## src/rtl/tag_fifo_pkg.sv

```systemverilog
// rtl/tag_fifo_pkg.sv - shared constants, entry type and helpers for tag_fifo
package tag_fifo_pkg;

  localparam int UPR_VALID_BIT = 4;
  localparam int DEF_TAG_W     = 3;
  localparam int DEF_DATA_W    = 8;
  localparam int DROP_CNT_W    = 8;

  typedef struct packed {
    logic [DEF_TAG_W-1:0]  tag;
    logic [DEF_DATA_W-1:0] data;
  } entry_t;

  function automatic logic [DROP_CNT_W-1:0] sat_inc(input logic [DROP_CNT_W-1:0] v);
    return (v == {DROP_CNT_W{1'b1}}) ? v : v + DROP_CNT_W'(1);
  endfunction

endpackage

```

## src/rtl/tag_fifo_mem.sv

```systemverilog
// rtl/tag_fifo_mem.sv - DEPTH x WIDTH register array, one write port, async read port
module tag_fifo_mem #(
  parameter int DEPTH = 8,
  parameter int WIDTH = 11
) (
  input  logic                     clk,
  input  logic                     we,
  input  logic [$clog2(DEPTH)-1:0] waddr,
  input  logic [WIDTH-1:0]         wdata,
  input  logic [$clog2(DEPTH)-1:0] raddr,
  output logic [WIDTH-1:0]         rdata
);

  // Storage is deliberately left unreset; validity is tracked by the level counter.
  logic [WIDTH-1:0] mem [DEPTH];

  always_ff @(posedge clk) begin
    if (we) begin
      mem[waddr] <= wdata;
    end
  end

  assign rdata = mem[raddr];

endmodule

```

## src/rtl/tag_fifo.sv

```systemverilog
// rtl/tag_fifo.sv - show-ahead tagged FIFO with level/flags; TAG_FIFO_STATS_EN adds drop_cnt
module tag_fifo
  import tag_fifo_pkg::*;
#(
  parameter int DATA_W = DEF_DATA_W,
  parameter int DEPTH  = 8,
  parameter int TAG_W  = DEF_TAG_W
) (
  input  logic                       clk,
  input  logic                       res,
  input  logic                       w_fifo,
  input  logic [4:0]                 upr,
  input  logic [DATA_W-1:0]          din,
  output logic                       out_valid,
  input  logic                       out_ready,
  output logic [DATA_W-1:0]          out_data,
  output logic [TAG_W-1:0]           out_tag,
  output logic [$clog2(DEPTH+1)-1:0] level,
  output logic                       full,
  output logic                       empty,
  output logic                       ovf,
  output logic                       tag_err,
  input  logic                       clr_err
`ifdef TAG_FIFO_STATS_EN
  ,
  output logic [DROP_CNT_W-1:0]      drop_cnt
`endif
);

  localparam int PW = $clog2(DEPTH);
  localparam int LW = $clog2(DEPTH + 1);
  localparam int EW = TAG_W + DATA_W;

  logic [PW-1:0] wptr;
  logic [PW-1:0] rptr;
  logic          push_req;
  logic          pop;
  logic          push_ok;
  logic          ovf_drop;
  logic          tag_drop;
  logic [EW-1:0] wr_entry;
  logic [EW-1:0] rd_entry;

  generate
    if (TAG_W < UPR_VALID_BIT) begin : g_unused_upr
      logic unused_upr_bits;
      assign unused_upr_bits = ^upr[UPR_VALID_BIT-1:TAG_W];
    end
  endgenerate

  assign push_req = w_fifo & upr[UPR_VALID_BIT];
  assign tag_drop = w_fifo & ~upr[UPR_VALID_BIT];
  assign empty    = (level == '0);
  assign full     = (level == LW'(DEPTH));
  assign out_valid = ~empty;
  assign pop      = out_valid & out_ready;
  // A pop in the same cycle frees the slot, so a full FIFO can still accept.
  assign push_ok  = push_req & (~full | pop);
  assign ovf_drop = push_req & full & ~pop;
  assign wr_entry = {upr[TAG_W-1:0], din};

  tag_fifo_mem #(
    .DEPTH (DEPTH),
    .WIDTH (EW)
  ) u_mem (
    .clk   (clk),
    .we    (push_ok),
    .waddr (wptr),
    .wdata (wr_entry),
    .raddr (rptr),
    .rdata (rd_entry)
  );

  assign out_tag  = empty ? '0 : rd_entry[EW-1:DATA_W];
  assign out_data = empty ? '0 : rd_entry[DATA_W-1:0];

  always_ff @(posedge clk) begin
    if (!res) begin
      wptr    <= '0;
      rptr    <= '0;
      level   <= '0;
      ovf     <= 1'b0;
      tag_err <= 1'b0;
    end else begin
      if (push_ok) begin
        wptr <= wptr + PW'(1);
      end
      if (pop) begin
        rptr <= rptr + PW'(1);
      end
      unique case ({push_ok, pop})
        2'b10:   level <= level + LW'(1);
        2'b01:   level <= level - LW'(1);
        default: level <= level;
      endcase
      // Set has priority over clear.
      ovf     <= ovf_drop | (ovf & ~clr_err);
      tag_err <= tag_drop | (tag_err & ~clr_err);
    end
  end

`ifdef TAG_FIFO_STATS_EN
  logic drop_ev;
  assign drop_ev = ovf_drop | tag_drop;

  always_ff @(posedge clk) begin
    if (!res) begin
      drop_cnt <= '0;
    end else if (clr_err) begin
      drop_cnt <= drop_ev ? DROP_CNT_W'(1) : '0;
    end else if (drop_ev) begin
      drop_cnt <= sat_inc(drop_cnt);
    end
  end
`endif

endmodule

```

## config.mk

```make
export PLATFORM = sky130hd
export DESIGN_NAME = tag_fifo
export DESIGN_NICKNAME = d
export VERILOG_FILES = /design/src/rtl/tag_fifo_pkg.sv /design/src/rtl/tag_fifo_mem.sv /design/src/rtl/tag_fifo.sv
export SDC_FILE = /design/constraint.sdc
export NUM_CORES = 1
export LEC_CHECK = 0
export BUFFER_PORTS_ARGS = -buffer_cell sky130_fd_sc_hd__clkbuf_2
export CORE_MARGIN = 2
export CORE_UTILIZATION = 45
export CTS_BUF_LIST = sky130_fd_sc_hd__clkbuf_16
export DETAILED_ROUTE_END_ITERATION = 10
export SETUP_SLACK_MARGIN = 0.1
export SLEW_MARGIN = 10
export SYNTH_ARGS = -nofsm -noshare
export SYNTH_HDL_FRONTEND = slang
export SYNTH_SLANG_ARGS = --single-unit
```

## constraint.sdc

```tcl
create_clock -name clk -period 2.8 [get_ports clk]
set_clock_uncertainty 0.2 [all_clocks]
set_input_delay 0.14 -clock clk [delete_from_list [all_inputs] [get_ports clk]]
set_output_delay 0.14 -clock clk [all_outputs]
set_load 0.02 [all_outputs]
```

# ---- Word-level counts from Yosys, hierarchy flattened
# Memory sizes are Yosys's and may differ from the RTL's. A register that Yosys moved wholly into a read port is not among the register bits.
# Index checks and enable logic that the tools add are counted.
dict set report classes {
  bitwise_logic 16
  muxes 7
  reduce_logical 2
  add_sub_neg 4
  n_eq_ne 3
}
# operator n
set op_table {}
lappend op_table {{two-way mux 3 bit} 3}
lappend op_table {{bitwise AND 1 bit} 8}
lappend op_table {{two-way mux 8 bit} 1}
lappend op_table {{one-hot mux 4 bit (2 select lines)} 1}
lappend op_table {{adder 3 x 1 -> 3 bit (second input constant)} 2}
lappend op_table {{inverter 1 bit} 5}
lappend op_table {{adder 4 x 1 -> 4 bit (second input constant)} 1}
lappend op_table {{== test 4 bit (second input constant)} 1}
lappend op_table {{zero test 4 bit} 1}
lappend op_table {{subtractor 4 x 1 -> 4 bit (second input constant)} 1}
lappend op_table {{bitwise OR 1 bit} 3}
lappend op_table {{== test 2 x 1 -> 1 bit (second input constant)} 1}
lappend op_table {{== test 2 bit (second input constant)} 1}
lappend op_table {{two-way mux 1 bit} 2}
lappend op_table {{nonzero test 2 bit} 1}
dict set report totals {
  ram_bits 88
  mem_count 1
  output_inout_bits 20
  input_bits 18
  register_bits 12
  wordCells 38
}
# memory depth width read_ports rd_ports_with_merged_regs write_ports line
set mem_list {}
lappend mem_list {u_mem.mem 8 11 1 1 1 tag_fifo_mem.sv:15} ;# logic [WIDTH-1:0] mem [DEPTH];

# ---- Longest topological paths before layout
dict set report logic_depth {
  depth_word 7
  mapped_depth 8
  ltp_nobuf 7
}

# ---- Modules after synthesis
# Synthesis repeated with hierarchy kept, for this count alone.
dict set report hier_totals {
  cells_unflattened 226
  hier_area_um2 4195.3
}
# mod seq_area_each_um2 cells_each n_inst area_per_inst_um2
set modules_own_cells {}
lappend modules_own_cells {tag_fifo_mem 2642.5 139 1 3437.0}
lappend modules_own_cells {tag_fifo 240.2 87 1 758.2}

# ---- Least setup slack after synthesis
# OpenSTA, ideal clock, no wires.
dict set report synth_path {
  path_type {reg-to-reg}
  from {reg level[1]}
  to {mem u_mem.mem[0][0] (enable)}
  path_buffers 1
  period_less_slack_ns 2.605
  t_required_ns 2.207
  setup_slack_ns 0.195
  path_stages_with_launch 6
  t_arrival_ns 2.012
  setup_ns 0.393
  cell_sequence {dfxtp_1 > buf_2 > or4b_1 > o21ai_1 > or2_1 > nor3_1}
}
dict set report synth_via {
  elab_chain_cells 7
  word_cells_on_any_way 9
  cone_classes {1 x eq/ne; 2 x mux; 5 x bitwise; 1 x reduce/logical}
}
# element line
set synth_rtl {}
lappend synth_rtl {{start: declaration} tag_fifo.sv:18} ;# output logic [$clog2(DEPTH+1)-1:0] level,
lappend synth_rtl {{start signal: assignment} tag_fifo.sv:92} ;# 2'b10: level <= level + LW'(1);
lappend synth_rtl {{start signal: assignment} tag_fifo.sv:93} ;# 2'b01: level <= level - LW'(1);
lappend synth_rtl {{start signal: assignment} tag_fifo.sv:94} ;# default: level <= level;
lappend synth_rtl {{zero test 4 bit} tag_fifo.sv:53} ;# assign empty = (level == '0);
lappend synth_rtl {{inverter 1 bit} tag_fifo.sv:55} ;# assign out_valid = ~empty;
lappend synth_rtl {{bitwise AND 1 bit} tag_fifo.sv:56} ;# assign pop = out_valid & out_ready;
lappend synth_rtl {{bitwise OR 1 bit (*)} tag_fifo.sv:58} ;# assign push_ok = push_req & (~full | pop);
lappend synth_rtl {{bitwise AND 1 bit (*)} tag_fifo.sv:58}
lappend synth_rtl {{two-way mux 1 bit (*)} tag_fifo_mem.sv:18} ;# if (we) begin
lappend synth_rtl {{two-way mux 1 bit (not written as such) (*)} tag_fifo_mem.sv:19} ;# mem[waddr] <= wdata;
lappend synth_rtl {{end: declaration} tag_fifo_mem.sv:15}
# Every way passes the cells marked *; elsewhere a longest branch is shown, timed or not.

# ---- Final worst setup path
dict set report layout_path {
  from {in w_fifo}
  to {mem u_mem.mem[2][5] (enable)}
}
dict set report layout_via {
  elab_chain_cells 4
}
# element line
set layout_rtl {}
lappend layout_rtl {{start: declaration} tag_fifo.sv:11} ;# input logic w_fifo,
lappend layout_rtl {{bitwise AND 1 bit} tag_fifo.sv:51} ;# assign push_req = w_fifo & upr[UPR_VALID_BIT];
lappend layout_rtl {{bitwise AND 1 bit} tag_fifo.sv:58}
lappend layout_rtl {{two-way mux 1 bit} tag_fifo_mem.sv:18}
lappend layout_rtl {{two-way mux 1 bit (not written as such)} tag_fifo_mem.sv:19}
# No other way between the ends.

==> flow_summary.ini <==
[sta]
min_period_over_period = 0.8906
post-route-min-period_ps = 2494
fin_tns_setup_ps = 0
setup_viol = 0
slew_headroom = 0.2174
max_freq_mhz = 401.0
holdWs_ps = 12.95
setup_ws_ps = 306.3
rsz0062_at_grt = false
drv_slew = 0
hold_viol = 0
worstMarginPinSlew_ps = 1170

[setup_path]
endpoint = u_mem.mem[2][5]
cp_top_family = simple AND/OR/NAND/NOR gates
cp_data_arrival_time_ps = 2250
slowest_stage = nor2_1
r2r_start = level[3]
cp_slowest_stage_delay_ps = 900
cp.required_ps = 2550
r2r_end = u_mem.mem[2][5]
cp-startpoint = w_fifo
r2r_slack_ps = 410
cp.depth = 6
worst-path-max-fanout = 11
start_kind = input pin
path_cells = dlygate4sd3_1 > clkbuf_2 > and2_1 > o21ai_1 > or2_1 > nor2_1
reg2reg_depth = 4
critical_path_class = in2reg
cp_num_buf_inv = 2
endpoint_kind = flop

[drt]
wl_per_cell_um = 17.84
wl_um = 7385
viasPerCell = 5.350
vias = 2215
ant_nets = 0
drtPass1Iterations = 6
drt_iter0_markers = 106
route.detailed.drc = 0

[job]
drv_cap = 0

[min_path]
holdCritPathClass = in2reg
hp-start = out_ready
holdPathStages = 2

[cells_and_area]
drive_gt1_frac = 0.2941
multiInputGateArea_sq_um = 1107
area_growth_pct = 19.92
antenna_cells = 0
final_area_sq_um = 4941
fill_cells = 698
seqCellArea_sq_um = 2943
nets = 322

[die]
die_h_um = 99.69
core_sq_um = 8806
chipWidth_um = 99.69
num_rows = 34
dieArea_sq_um = 9937
start_util = 0.4679
ios = 38

[grt]
grt.overflow.total = 0
grt_first_pass_wirelength_um = 11700
grt_usage = 0.1618
antenna_found_initial = 0
first_global_vias = 2228
grt_max_degree = 23

[power_and_ir_drop]
power.density_nw_per_um2 = 715.8
ir_worst_vdd_uv = 299.8
p_leak_nw = 1.690

[cts]
clk_latency_ps = 340
clkTransAtPathRegs_ps = 70
post_cts_buffers = 0
cts_tree = done
clockBufferDepth = 2
numClockSinks = 103
h-tree-depth = 3
cts_buffers = 9
root_buffer = clkbuf_16

[place]
dp_slack_ps = 364.6
place_congestion = 0.7650
port_buffers = 36
place_area_sq_um = 4476
dpl.hpwl_um = 4653

[run_status]
status = finished clean

[logic_synthesis]
synth_area_per_cell_sq_um = 17.31
ys_seq_area_frac = 0.7142
synth_nets = 259
yosysWarningCount = 0
synth_area_sq_um = 4120
syn_inst = 238
synthDistinctLibCells = 38
synth_seq_cells = 103
==> registers in the layout, summed over array words and instances, names as in the netlist, named ones only <==
| name | flops |
|---|---|
| tag_err | 1 |
| wptr | 3 |
| u_mem.mem | 88 |
| level | 4 |
| ovf | 1 |
| rptr | 3 |
==> cell type report <==
type                            count  share of cell area
Clock buffer                        9             0.04558
Clock inverter                      7             0.01823
Inverter                            5            0.004052
Multi-Input combinational cell    119              0.2241
Sequential cell                   103              0.5956
Tap cell                          108             0.02735
Timing Repair Buffer               63             0.08508
==> per-stage QoR <==
| stage | instances | power [W] | util |
|---|---|---|---|
| finish | 414 | 0.003537 | 0.5611 |
| detailed placement | 383 | 0.002274 | 0.5082 |
| CTS | 414 | 0.003568 | 0.5611 |
| floorplan | 238 | 0.002122 | - |
| global placement | 383 | 0.002268 | 0.5082 |
| global route | 414 | 0.003668 | 0.5611 |
==> where the power goes <==
part / total (W) / internal (W) / switching, W
Clock: 0.00129 / 0.000777 / 0.000514
Sequential: 0.00170 / 0.00169 / 0.0000117
Combinational: 0.000542 / 0.000233 / 0.000308
Total: 0.00354 / 0.00270 / 0.000834
==> worst min-delay path by stage <==
| stage | endpoint | slack, ps |
|---|---|---|
| 2_1_floorplan | u_mem.mem[0][0] | 40 |
| 3_3_place_gp | u_mem.mem[4][9] | 220 |
| 3_5_place_dp | u_mem.mem[4][8] | 220 |
| 4_1_cts | level[3] | 5 |
| 5_1_grt | level[3] | 20 |
| 6_report | level[3] | 10 |
==> worst register-to-register path: cells and delay by family (launching register included) <==
family,cells,cell delay (ps)
flops,1,310
compound gates,1,90
simple gates,3,1410
==> cells in the final DEF (no fill, tap or decap), types with 2 or more instances in the layout <==
cell / n
a21oi_1: 8
buf_4: 12
bufinv_16: 2
clkbuf_16: 9
clkbuf_2: 36
clkinv_2: 3
dfxtp_1: 15
dlygate4sd3_1: 15
edfxtp_1: 88
ha_1: 3
inv_1: 4
mux2i_1: 12
mux4_2: 22
nand2_1: 9
nand2b_1: 5
nand3_1: 4
nor2_1: 23
nor3_1: 3
nor3_2: 2
o21ai_0: 5
o31ai_1: 2
xor2_1: 3
==> cell families after synthesis <==
| logic type | Yosys count | synth area share |
|---|---|---|
| AOI/OAI and AO/OA | 23 | 0.03401 |
| xor gates and xnor gates | 4 | 0.008504 |
| adders and majority gates | 3 | 0.009111 |
| buffers and inverters | 16 | 0.01943 |
| DFF | 103 | 0.7142 |
| muxes | 34 | 0.1494 |
| and+or+nand+nor | 55 | 0.06529 |
==> synthesized netlist by cell type <==
cell type / instances / area, sq um
a211o_1: 1 / 8.760
a211oi_1: 1 / 7.510
a21o_1: 1 / 7.510
a21oi_1: 8 / 40.04
a31oi_1: 1 / 6.260
and2_1: 1 / 6.260
and3_1: 1 / 6.260
buf_2: 3 / 15.01
buf_6: 2 / 22.52
clkbuf_1: 6 / 22.52
clkinv_1: 1 / 3.750
clkinv_2: 1 / 5.000
dfxtp_1: 15 / 300.3
edfxtp_1: 88 / 2643
ha_1: 3 / 37.54
inv_1: 3 / 11.26
mux2i_1: 12 / 120.1
mux4_2: 22 / 495.5
nand2_1: 9 / 33.78
nand2b_1: 5 / 31.28
nand3_1: 4 / 20.02
nor2_1: 23 / 86.33
nor3_1: 5 / 25.02
nor3b_1: 1 / 7.510
nor4_1: 1 / 6.260
nor4_2: 1 / 12.51
o211ai_1: 1 / 7.510
o21ai_0: 5 / 25.02
o21ai_1: 1 / 5.000
o31a_1: 1 / 8.760
o31ai_1: 2 / 15.01
o41ai_1: 1 / 8.760
or2_1: 1 / 6.260
or3_1: 1 / 6.260
or4_4: 1 / 11.26
or4b_1: 1 / 10.01
xnor2_1: 1 / 8.760
xor2_1: 3 / 26.28
==> routing by layer <==
metal / vias to the layer above / share of wire / GRT usage
li1: 1063 / - / -
met1: 1101 / 0.45 / 0.2068
met2: 41 / 0.51 / 0.2677
met3: 10 / 0.029 / 0.04146
met4: 0 / 0.016 / 0.06217
met5: - / 0 / 0
==> what timing repair did <==
item,in CTS,in global routing
hold endpoints to repair,94,0
hold buffers,15,0
gates resized for setup,0,0
Note: power is estimated with default switching activity, not from simulation.
